**src/rtl/key_pkg.sv**
```systemverilog
// Shared definitions for the multi-channel key debouncer: channel state
// encoding, default timing for the 5 ms scan clock, and a parameter sanity helper.
package key_pkg;

    // Per-channel debounce state, fixed 2-bit encoding
    typedef enum logic [1:0] {
        IDLE         = 2'b00,
        PRESS_WAIT   = 2'b01,
        HELD         = 2'b10,
        RELEASE_WAIT = 2'b11
    } key_state_e;

    // Default timing in scan-clock samples (5 ms per sample)
    localparam int DEF_N_KEYS       = 4;
    localparam int DEF_DURATION     = 10;   // 50 ms debounce
    localparam int DEF_LONG_TICKS   = 200;  // 1 s long press
    localparam int DEF_REPEAT_TICKS = 40;   // 200 ms auto-repeat
    localparam int DEF_ACTIVE_HIGH  = 1;

    // True when a parameter set is legal for the debouncer
    function automatic bit params_ok(input int n_keys, input int duration,
                                     input int long_ticks, input int repeat_ticks);
        return (n_keys >= 1) && (duration >= 1) &&
               (long_ticks > duration) && (repeat_ticks >= 1);
    endfunction

endpackage

```
**src/rtl/key_debounce_channel.sv**
```systemverilog
// One debounced key channel: press/release filter FSM, hold timer with a
// single long-press pulse and, with KEY_DEBOUNCE_MULTI_REPEAT_EN defined,
// auto-repeat press pulses after the long press. Input is already normalised
// (1 = pressed). All outputs are registered.
module key_debounce_channel
    import key_pkg::*;
#(
    parameter int DURATION     = DEF_DURATION,
    parameter int LONG_TICKS   = DEF_LONG_TICKS
`ifdef KEY_DEBOUNCE_MULTI_REPEAT_EN
    ,
    parameter int REPEAT_TICKS = DEF_REPEAT_TICKS
`endif
) (
    input  logic clk_i,
    input  logic rst_n_i,
    input  logic k_i,
    output logic level_o,
    output logic press_o,
    output logic release_o,
    output logic long_o
);

    localparam int CW = $clog2(DURATION + 1);
    localparam int HW = $clog2(LONG_TICKS + 1);
    localparam logic [CW-1:0] DUR_C  = CW'(DURATION);
    localparam logic [CW-1:0] ONE_C  = CW'(1);
    localparam logic [HW-1:0] LONG_C = HW'(LONG_TICKS);
    localparam logic [HW-1:0] HONE_C = HW'(1);
    localparam bit SINGLE = (DURATION == 1);

`ifdef KEY_DEBOUNCE_MULTI_REPEAT_EN
    localparam int RW = $clog2(REPEAT_TICKS + 1);
    localparam logic [RW-1:0] REP_LAST_C = RW'(REPEAT_TICKS - 1);
    logic [RW-1:0] rep_q, rep_d;
`endif

    key_state_e    state_q, state_d;
    logic [CW-1:0] cnt_q, cnt_d;
    logic [HW-1:0] hold_q, hold_d;
    logic          level_q, level_d;
    logic          press_q, press_d;
    logic          release_q, release_d;
    logic          long_q, long_d;

    // Next-state, counter and event logic; pulses default low every cycle
    always_comb begin
        state_d   = state_q;
        cnt_d     = cnt_q;
        hold_d    = hold_q;
        level_d   = level_q;
        press_d   = 1'b0;
        release_d = 1'b0;
        long_d    = 1'b0;
`ifdef KEY_DEBOUNCE_MULTI_REPEAT_EN
        rep_d     = rep_q;
`endif
        case (state_q)
            IDLE: begin
                if (k_i) begin
                    if (SINGLE) begin
                        state_d = HELD;
                        level_d = 1'b1;
                        press_d = 1'b1;
                        cnt_d   = '0;
                        hold_d  = '0;
                    end else begin
                        state_d = PRESS_WAIT;
                        cnt_d   = ONE_C;
                    end
                end else begin
                    cnt_d = '0;
                end
            end
            PRESS_WAIT: begin
                if (k_i) begin
                    if (cnt_q + ONE_C == DUR_C) begin
                        state_d = HELD;
                        level_d = 1'b1;
                        press_d = 1'b1;
                        cnt_d   = '0;
                        hold_d  = '0;
                    end else begin
                        cnt_d = cnt_q + ONE_C;
                    end
                end else begin
                    // glitch shorter than DURATION: drop it silently
                    state_d = IDLE;
                    cnt_d   = '0;
                end
            end
            HELD: begin
                if (k_i) begin
                    cnt_d = '0;
                    if (hold_q != LONG_C) begin
                        hold_d = hold_q + HONE_C;
                        if (hold_q == LONG_C - HONE_C) begin
                            long_d = 1'b1;
                        end else begin
                            long_d = 1'b0;
                        end
                    end else begin
                        // hold saturated: long press already reported
`ifdef KEY_DEBOUNCE_MULTI_REPEAT_EN
                        if (rep_q == REP_LAST_C) begin
                            press_d = 1'b1;
                            rep_d   = '0;
                        end else begin
                            rep_d = rep_q + RW'(1);
                        end
`else
                        hold_d = hold_q;
`endif
                    end
                end else begin
                    if (SINGLE) begin
                        state_d   = IDLE;
                        level_d   = 1'b0;
                        release_d = 1'b1;
                        cnt_d     = '0;
                        hold_d    = '0;
`ifdef KEY_DEBOUNCE_MULTI_REPEAT_EN
                        rep_d     = '0;
`endif
                    end else begin
                        // hold and repeat timers freeze while release is pending
                        state_d = RELEASE_WAIT;
                        cnt_d   = ONE_C;
                    end
                end
            end
            RELEASE_WAIT: begin
                if (k_i) begin
                    // bounce during release: back to HELD, timers resume
                    state_d = HELD;
                    cnt_d   = '0;
                end else if (cnt_q + ONE_C == DUR_C) begin
                    state_d   = IDLE;
                    level_d   = 1'b0;
                    release_d = 1'b1;
                    cnt_d     = '0;
                    hold_d    = '0;
`ifdef KEY_DEBOUNCE_MULTI_REPEAT_EN
                    rep_d     = '0;
`endif
                end else begin
                    cnt_d = cnt_q + ONE_C;
                end
            end
            default: begin
                state_d = IDLE;
                cnt_d   = '0;
                hold_d  = '0;
                level_d = 1'b0;
`ifdef KEY_DEBOUNCE_MULTI_REPEAT_EN
                rep_d   = '0;
`endif
            end
        endcase
    end

    // State, counter and output registers with immediate asynchronous clear
    always_ff @(posedge clk_i or negedge rst_n_i) begin
        if (!rst_n_i) begin
            state_q   <= IDLE;
            cnt_q     <= '0;
            hold_q    <= '0;
            level_q   <= 1'b0;
            press_q   <= 1'b0;
            release_q <= 1'b0;
            long_q    <= 1'b0;
`ifdef KEY_DEBOUNCE_MULTI_REPEAT_EN
            rep_q     <= '0;
`endif
        end else begin
            state_q   <= state_d;
            cnt_q     <= cnt_d;
            hold_q    <= hold_d;
            level_q   <= level_d;
            press_q   <= press_d;
            release_q <= release_d;
            long_q    <= long_d;
`ifdef KEY_DEBOUNCE_MULTI_REPEAT_EN
            rep_q     <= rep_d;
`endif
        end
    end

    assign level_o   = level_q;
    assign press_o   = press_q;
    assign release_o = release_q;
    assign long_o    = long_q;

endmodule

```
**src/rtl/key_debounce_multi.sv**
```systemverilog
// Multi-channel key debouncer and event generator. Normalises key polarity
// and runs one independent key_debounce_channel per key.
// Optional macro KEY_DEBOUNCE_MULTI_REPEAT_EN enables auto-repeat press pulses.
module key_debounce_multi
    import key_pkg::*;
#(
    parameter int N_KEYS       = DEF_N_KEYS,
    parameter int DURATION     = DEF_DURATION,
    parameter int LONG_TICKS   = DEF_LONG_TICKS,
    parameter int ACTIVE_HIGH  = DEF_ACTIVE_HIGH,
    parameter int REPEAT_TICKS = DEF_REPEAT_TICKS
) (
    input  logic              clk_i,
    input  logic              rst_n_i,
    input  logic [N_KEYS-1:0] key_i,
    output logic [N_KEYS-1:0] level_o,
    output logic [N_KEYS-1:0] press_o,
    output logic [N_KEYS-1:0] release_o,
    output logic [N_KEYS-1:0] long_o
);

    localparam bit PARAMS_OK = params_ok(N_KEYS, DURATION, LONG_TICKS, REPEAT_TICKS);

    logic [N_KEYS-1:0] k_s;

    // Polarity mux: k_s is 1 whenever the key is pressed
    always_comb begin
        if (ACTIVE_HIGH != 0) begin
            k_s = key_i;
        end else begin
            k_s = ~key_i;
        end
    end

    // An illegal parameter set shows up as this named scope in the hierarchy
    if (!PARAMS_OK) begin : g_illegal_parameters
    end

    for (genvar n = 0; n < N_KEYS; n++) begin : g_ch
        key_debounce_channel #(
            .DURATION     (DURATION),
            .LONG_TICKS   (LONG_TICKS)
`ifdef KEY_DEBOUNCE_MULTI_REPEAT_EN
            ,
            .REPEAT_TICKS (REPEAT_TICKS)
`endif
        ) u_ch (
            .clk_i     (clk_i),
            .rst_n_i   (rst_n_i),
            .k_i       (k_s[n]),
            .level_o   (level_o[n]),
            .press_o   (press_o[n]),
            .release_o (release_o[n]),
            .long_o    (long_o[n])
        );
    end

endmodule

```
**config.mk**
```make
export PLATFORM = sky130hd
export DESIGN_NAME = key_debounce_multi
export DESIGN_NICKNAME = d
export VERILOG_FILES = /design/src/rtl/key_pkg.sv /design/src/rtl/key_debounce_channel.sv /design/src/rtl/key_debounce_multi.sv
export SDC_FILE = /design/constraint.sdc
export NUM_CORES = 1
export LEC_CHECK = 0
export ABC_CLOCK_PERIOD_IN_PS = 2300
export CAP_MARGIN = 30
export CORE_MARGIN = 5
export CORE_UTILIZATION = 44
export DETAILED_ROUTE_END_ITERATION = 10
export HOLD_SLACK_MARGIN = 0.15
export SYNTH_ARGS = -nofsm -noshare
export SYNTH_HDL_FRONTEND = slang
export SYNTH_SLANG_ARGS = --single-unit
```
**constraint.sdc**
```tcl
create_clock -name clk_i -period 2.3 [get_ports clk_i]
set_input_delay 0.345 -clock clk_i [delete_from_list [all_inputs] [get_ports clk_i]]
set_output_delay 0.345 -clock clk_i [all_outputs]
set_load 0.01 [all_outputs]
```
# Word-level counts from Yosys, hierarchy flattened
# Cells that the tools add are included.
classes:
  muxes: 132
  eq_ne: 64
  add_sub_neg: 8
  reduce_logical: 24
op_table:
  columns: ["op", "count"]
  rows:
  - ["8-bit 2-to-1 mux", 20]
  - ["8-bit one-hot mux with 3 select lines", 4]
  - ["4-bit one-hot mux with 4 select lines", 4]
  - ["1-bit 2-to-1 mux", 60]
  - ["2-bit 2-to-1 mux", 24]
  - ["4-bit 2-to-1 mux", 12]
  - ["2-bit != test (second input constant)", 20]
  - ["5-bit AND reduction", 8]
  - ["8-bit by 1-bit adder with 8-bit output (second input constant)", 4]
  - ["8-bit equality test (second input constant)", 4]
  - ["8-bit != test (second input constant)", 4]
  - ["2-bit one-hot mux with 4 select lines", 4]
  - ["2-bit by 1-bit != test with 1-bit output (second input constant)", 12]
  - ["3-bit by 2-bit != test with 1-bit output (second input constant)", 8]
  - ["4-bit by 1-bit adder with 4-bit output (second input constant)", 4]
  - ["2-bit equality test (second input constant)", 8]
  - ["4-bit equality test (second input constant)", 4]
  - ["4-bit AND reduction", 4]
  - ["3-bit nonzero test", 4]
  - ["2-bit by 1-bit equality test with 1-bit output (second input constant)", 4]
  - ["2-bit logical NOT", 4]
  - ["1-bit one-hot mux with 2 select lines", 4]
  - ["2-bit nonzero test", 4]
totals:
  out_inout_bits: 16
  ff_bits: 72
  word_cells: 256

# Longest topological paths before layout
logic_depth:
  depth_word: 5
  mapped_depth: 9

# Hierarchy
# Synthesis repeated with hierarchy kept, for this count alone.
unflattened:
  cells_unflattened: 401
  area_unflattened_um2: 4042.6
modules_own_cells:
  columns: ["module", "cells_each", "area_each_um2", "n_inst", "seq_area_each_um2"]
  rows:
  - ["key_debounce_channel at g_ch[2].u_ch ...", 97, 1017.2, 2, 450.4]
  - ["key_debounce_channel at g_ch[0].u_ch", 103, 1013.5, 1, 450.4]
  - ["key_debounce_channel at g_ch[1].u_ch", 104, 994.7, 1, 450.4]

# Worst setup path before layout
# Ideal clock, no wire load.
synth_path:
  kind: "register to register"
  from: "register g_ch[0].u_ch.cnt_q[1]"
  to: "register g_ch[0].u_ch.hold_q[2]"
  arrival_time_ns: 1.814
  t_required_ns: 2.223
  slack_ns: 0.408
  path_stages_with_launch: 10
  path_cell_list: "dfrtp_1 > inv_1 > ha_1 > clkbuf_2 > nor4bb_1 > nor2_1 > a22o_1 > buf_6 > or3_1 > a21oi_1"
synth_between:
  elab_chain_cells: 5
  elab_cells_between_ends: 6
  cone_classes: "add/sub: 1; eq/ne: 1; mux: 4"
synth_rtl:
  columns: ["element", "line_no", "source"]
  rows:
  - ["start, declared", "key_debounce_channel.sv:39", "logic [CW-1:0] cnt_q, cnt_d;"]
  - ["start signal, assigned", "key_debounce_channel.sv:177", "cnt_q <= cnt_d;"]
  - ["4-bit by 1-bit adder with 4-bit output *", "key_debounce_channel.sv:77, key_debounce_channel.sv:137", null]
  - ["4-bit equality test *", "key_debounce_channel.sv:77, key_debounce_channel.sv:137", null]
  - ["8-bit 2-to-1 mux *", null, null]
  - ["8-bit 2-to-1 mux, on equally long branches", null, null]
  - ["8-bit one-hot mux with 3 select lines *", null, null]
  - ["end signal, assigned", "key_debounce_channel.sv:178", "hold_q <= hold_d;"]
  - ["end, declared", "key_debounce_channel.sv:40", "logic [HW-1:0] hold_q, hold_d;"]
# Mark *: on every way between the ends. The rest lies on a longest branch, timed or not. The select of a mux whose other input is x is not followed.
# A chain may end at the register's enable or synchronous reset.

# Worst setup path after layout
layout_path:
  from: "register g_ch[0].u_ch.cnt_q[0]"
  to: "register g_ch[0].u_ch.hold_q[6]"
# The elaborated chain is that of the path after synthesis.

==> flow_results.org <==
** Drt
- Once detail routing completed, the nets flagged for antenna violations numbered 0.
- The routed design uses 209 microns of met3 wire.
- In the routed design, unresolved DRC markers number 0.
- In this run the top signal layer used is met4.
- Number of vias per cell :: about 5.3
- Sum of routed wire length over all layers :: 7.06 mm
- Routed met1 length :: around 3.5 mm
- The routed layout has 2792 vias.
- Count of TritonRoute iterations in the first routing pass :: 4
- The first routing iteration left about 80 violations.
- Summed over all nets, wire length on met2 after detailed routing comes to 3.22 mm.
- Routed WL per cell :: roughly 13 microns

** Worst setup path
- For the worst setup path, the data required time is roughly 2600 ps.
- STA classifies the critical path endpoint as a flop.
- Start-to-end type of the worst setup path :: flop to flop
- Crit path max fanout :: 10
- For flop-to-flop paths, the worst setup slack is approximately 260 ps.
- STA classifies the critical path startpoint as a flop.
- STA puts the critical path data arrival time at 2320 ps.

** Power and ir drop
- For this design the ratio of total power to cell area is 754 nW/um^2.
- Across the VDD grid, the largest voltage drop is 0.000336 V.
- Summed over all cells, the static leakage comes to roughly 1.9 nW.

** Timing
- After layout, the minimum clock period comes to around 2000 ps.
- Timing would allow up to 0.490 GHz.
- Share of the clock period used by the worst path after layout :: 0.888
- Clock skew on the completed layout was measured at 16.1 ps.
- Setup violation total in the final timing report :: 0
- Setup repair after global routing left no endpoint under its margin.
- Final count of pins violating max slew :: 0
- Headroom to the max-slew limit :: 0.546
- Number of hold violations in the final report :: 0
- In the final timing run, aggregate negative setup slack is 0 ps.
- Worst-Margin Slew :: roughly 680 ps
- Worst hold slack :: 482 ps

** Logic synthesis
- Compound-gate portion of the synthesized area :: 0.149
- For this run, the number of Yosys warnings is 0.
- For this run, the leading register cell type out of synthesis is sky130_fd_sc_hd__dfrtp_1.
- Xor-xnor portion of the synthesized cell area :: 0.0366
- Post-synth EDFFs :: 0
- Of the total synthesized cell area, the portion taken by full adders, half adders and majority gates is 0.0523.
- Syn Area/Cell :: 9.84 sq um
- After synthesis, the netlist uses 63 different library cells.
- When the netlist entered floorplanning its net count stood at approximately 410.
- Counting every instance in the synthesized netlist gives ~390.
- Sequential share of the synthesized area :: 0.471
- Flop and latch count out of synthesis :: 72
- Mapped cell area :: 3830 sq um
- Of the post-synthesis cell area, the part taken by muxes is 0.0144.
- By area, the combinational part of the netlist is dominated by simple AND/OR/NAND/NOR gates.
- Area share of and/or/nand/nor cells after synthesis :: 0.208
- Counting flops with an async set or reset pin after synthesis yields a share of 1.00.

** Final layout
- Diode count :: 0
- The top cell types in the final layout, fill and taps aside, are sky130_fd_sc_hd__dfrtp_1, sky130_fd_sc_hd__nand2_1, sky130_fd_sc_hd__inv_1, sky130_fd_sc_hd__nor2_1, sky130_fd_sc_hd__clkdlybuf4s50_1.
- Of the cells placed in the final design, the portion with a size suffix greater than 1 is 0.0887.
- Once layout is done, the placed cells without fillers occupy 4360 sq um.
- After the last flow step, the layout net total stands at 434.
- Most frequent standard cell in the layout excluding fill and tap cells :: sky130_fd_sc_hd__dfrtp_1
- Area growth from synthesis to layout :: 13.9%
- Layout fillers :: 785

** Place
- After detailed placement, the total cell area comes to about 4000 sq um.
- Detailed placer's ending HPWL :: just under 5 mm
- Routability-driven placement finished with a final weighted congestion of 0.791.
- Quantity of I/O buffers inserted on ports :: 21

** Floorplan
- The floorplan has 34 rows.
- For this configuration, the core starts out at a cell density of 0.445.
- The die covers 10700 sq um.
- After floorplanning, the core was sized to cover between 8000 and 9000 sq um.
- The die is 103 microns wide.
- The die is 103 microns tall.
- Number of top-level pins :: 22

** Clocking
- Sinks on Clock Net :: 72
- TritonCTS clock tree :: built
- The clock reaches the later pin of the worst-skew pair after between 300 and 400 ps.
- Clock transition at the registers of the reported paths :: 80 ps
- CTS buffer count :: 9
- Clock root cell :: sky130_fd_sc_hd__clkbuf_8
- In this run the deepest clock path goes through 2 buffers.
- The H-tree was split into 3 levels.
- After clock tree synthesis, the repair step resized 0 gates.

** Global route
- The first global-routing pass estimated roughly 12 mm of wire.
- Vias in the first global route :: 2712
- Summed over all layers, the global routing overflow is 0.
- The number of antenna violations at the first check in global routing was 0.
- Global-route total usage across every layer :: 0.145
- Entering global routing, the biggest net connects 36 pins.

** Status
- Result of the run :: finished clean

** Job
- Across the run, the number of max-cap violations was 0.

** Hold path
- Min-delay worst type :: input pin to asynchronous set/reset pin
==> final cells by class <==
class                           instances  area [sq um]  area share
Inverter                               30           113      0.0258
Sequential cell                        72          1800       0.414
Multi-Input combinational cell        266          1760       0.405
Clock buffer                           12           155      0.0356
Timing Repair Buffer                   33           313      0.0718
Tap cell                              108           135      0.0310
Clock inverter                          4          76.3      0.0175
==> sequential cells by signal (all words and copies together), names as in the netlist, named ones only <==
signal               cells
g_ch.u_ch.cnt_q         16
g_ch.u_ch.hold_q        32
g_ch.u_ch.level_o        4
g_ch.u_ch.long_o         4
g_ch.u_ch.press_o        4
g_ch.u_ch.release_o      4
g_ch.u_ch.state_q        4
==> power breakdown <==
group	internal (mW)	leakage, nW	total [mW]	switching [mW]
registers	1.42	0.916	1.64	0.217
logic	0.224	0.825	0.488	0.264
clock network	0.673	0.113	1.16	0.487
==> what timing repair did <==
item                      CTS  global route
hold endpoints to repair   33             0
hold buffers                1             0
buffers inserted            0             0
==> cells by family after synthesis <==
kind of cell / Yosys count
multiplexers: 5
adder cells (fa/ha/maj): 16
AND/OR/NAND/NOR: 145
AO/OA/AOI/OAI: 84
flip-flops: 72
buffers and inverters: 51
XOR/XNOR: 16
==> final timing paths <==
path,cells after the start,startpoint,end
min,2,rst_n_i,g_ch[3].u_ch.press_o
max reg2reg,6,g_ch[0].u_ch.cnt_q[0],g_ch[0].u_ch.hold_q[6]
min in group clk_i,1,g_ch[0].u_ch.hold_q[7],g_ch[0].u_ch.hold_q[7]
max,6,g_ch[0].u_ch.cnt_q[0],g_ch[0].u_ch.hold_q[6]
min reg2reg,1,g_ch[0].u_ch.hold_q[7],g_ch[0].u_ch.hold_q[7]
max in group asynchronous,3,rst_n_i,g_ch[3].u_ch.cnt_q[3]
==> metrics by stage <==
| stage | instances | utilization | worst slack [ps] | power, mW |
|---|---|---|---|---|
| 2_1_floorplan | 389 | - | 409 | 1.97 |
| 3_5_place_dp | 508 | 0.479 | 104 | 2.15 |
| 3_3_place_gp | 508 | 0.479 | 157 | 2.12 |
| 4_1_cts | 525 | 0.507 | 256 | 3.32 |
| 6_report | 525 | 0.507 | 258 | 3.29 |
| 5_1_grt | 525 | 0.507 | 137 | 3.49 |
==> critical path, stage by stage (launching register included) <==
cell	delay, ps
sky130_fd_sc_hd__dfrtp_1	450
sky130_fd_sc_hd__ha_1	290
sky130_fd_sc_hd__nor4bb_1	310
sky130_fd_sc_hd__nor2_1	70
sky130_fd_sc_hd__a22o_1	290
sky130_fd_sc_hd__or4_1	420
sky130_fd_sc_hd__a21oi_1	140
==> synthesized netlist by cell type, types with 4 or more instances <==
| library cell | count | area, sq um |
|---|---|---|
| sky130_fd_sc_hd__inv_1 | 29 | 109 |
| sky130_fd_sc_hd__a31oi_1 | 12 | 75.1 |
| sky130_fd_sc_hd__nand2_1 | 34 | 128 |
| sky130_fd_sc_hd__o31ai_1 | 4 | 30.0 |
| sky130_fd_sc_hd__a21oi_1 | 10 | 50.1 |
| sky130_fd_sc_hd__nor2b_1 | 6 | 37.5 |
| sky130_fd_sc_hd__xor2_1 | 7 | 61.3 |
| sky130_fd_sc_hd__nor2_1 | 24 | 90.1 |
| sky130_fd_sc_hd__nand3b_1 | 4 | 30.0 |
| sky130_fd_sc_hd__and2_1 | 4 | 25.0 |
| sky130_fd_sc_hd__nor3b_1 | 7 | 52.6 |
| sky130_fd_sc_hd__or3_1 | 7 | 43.8 |
| sky130_fd_sc_hd__nand3_1 | 18 | 90.1 |
| sky130_fd_sc_hd__buf_4 | 16 | 120 |
| sky130_fd_sc_hd__dfrtp_1 | 72 | 1800 |
| sky130_fd_sc_hd__xnor2_1 | 9 | 78.8 |
| sky130_fd_sc_hd__ha_1 | 16 | 200 |
| sky130_fd_sc_hd__nor3_1 | 15 | 75.1 |
| sky130_fd_sc_hd__o21ai_1 | 12 | 60.1 |
| sky130_fd_sc_hd__o21ai_0 | 14 | 70.1 |
==> routing by layer <==
metal | global-route usage | vias up
met4 | 0.0697 | 0
met3 | 0.0241 | 12
met2 | 0.231 | 43
met5 | 0 | -
met1 | 0.193 | 1327
li1 | - | 1410
Power figures use the tool's default switching activity.
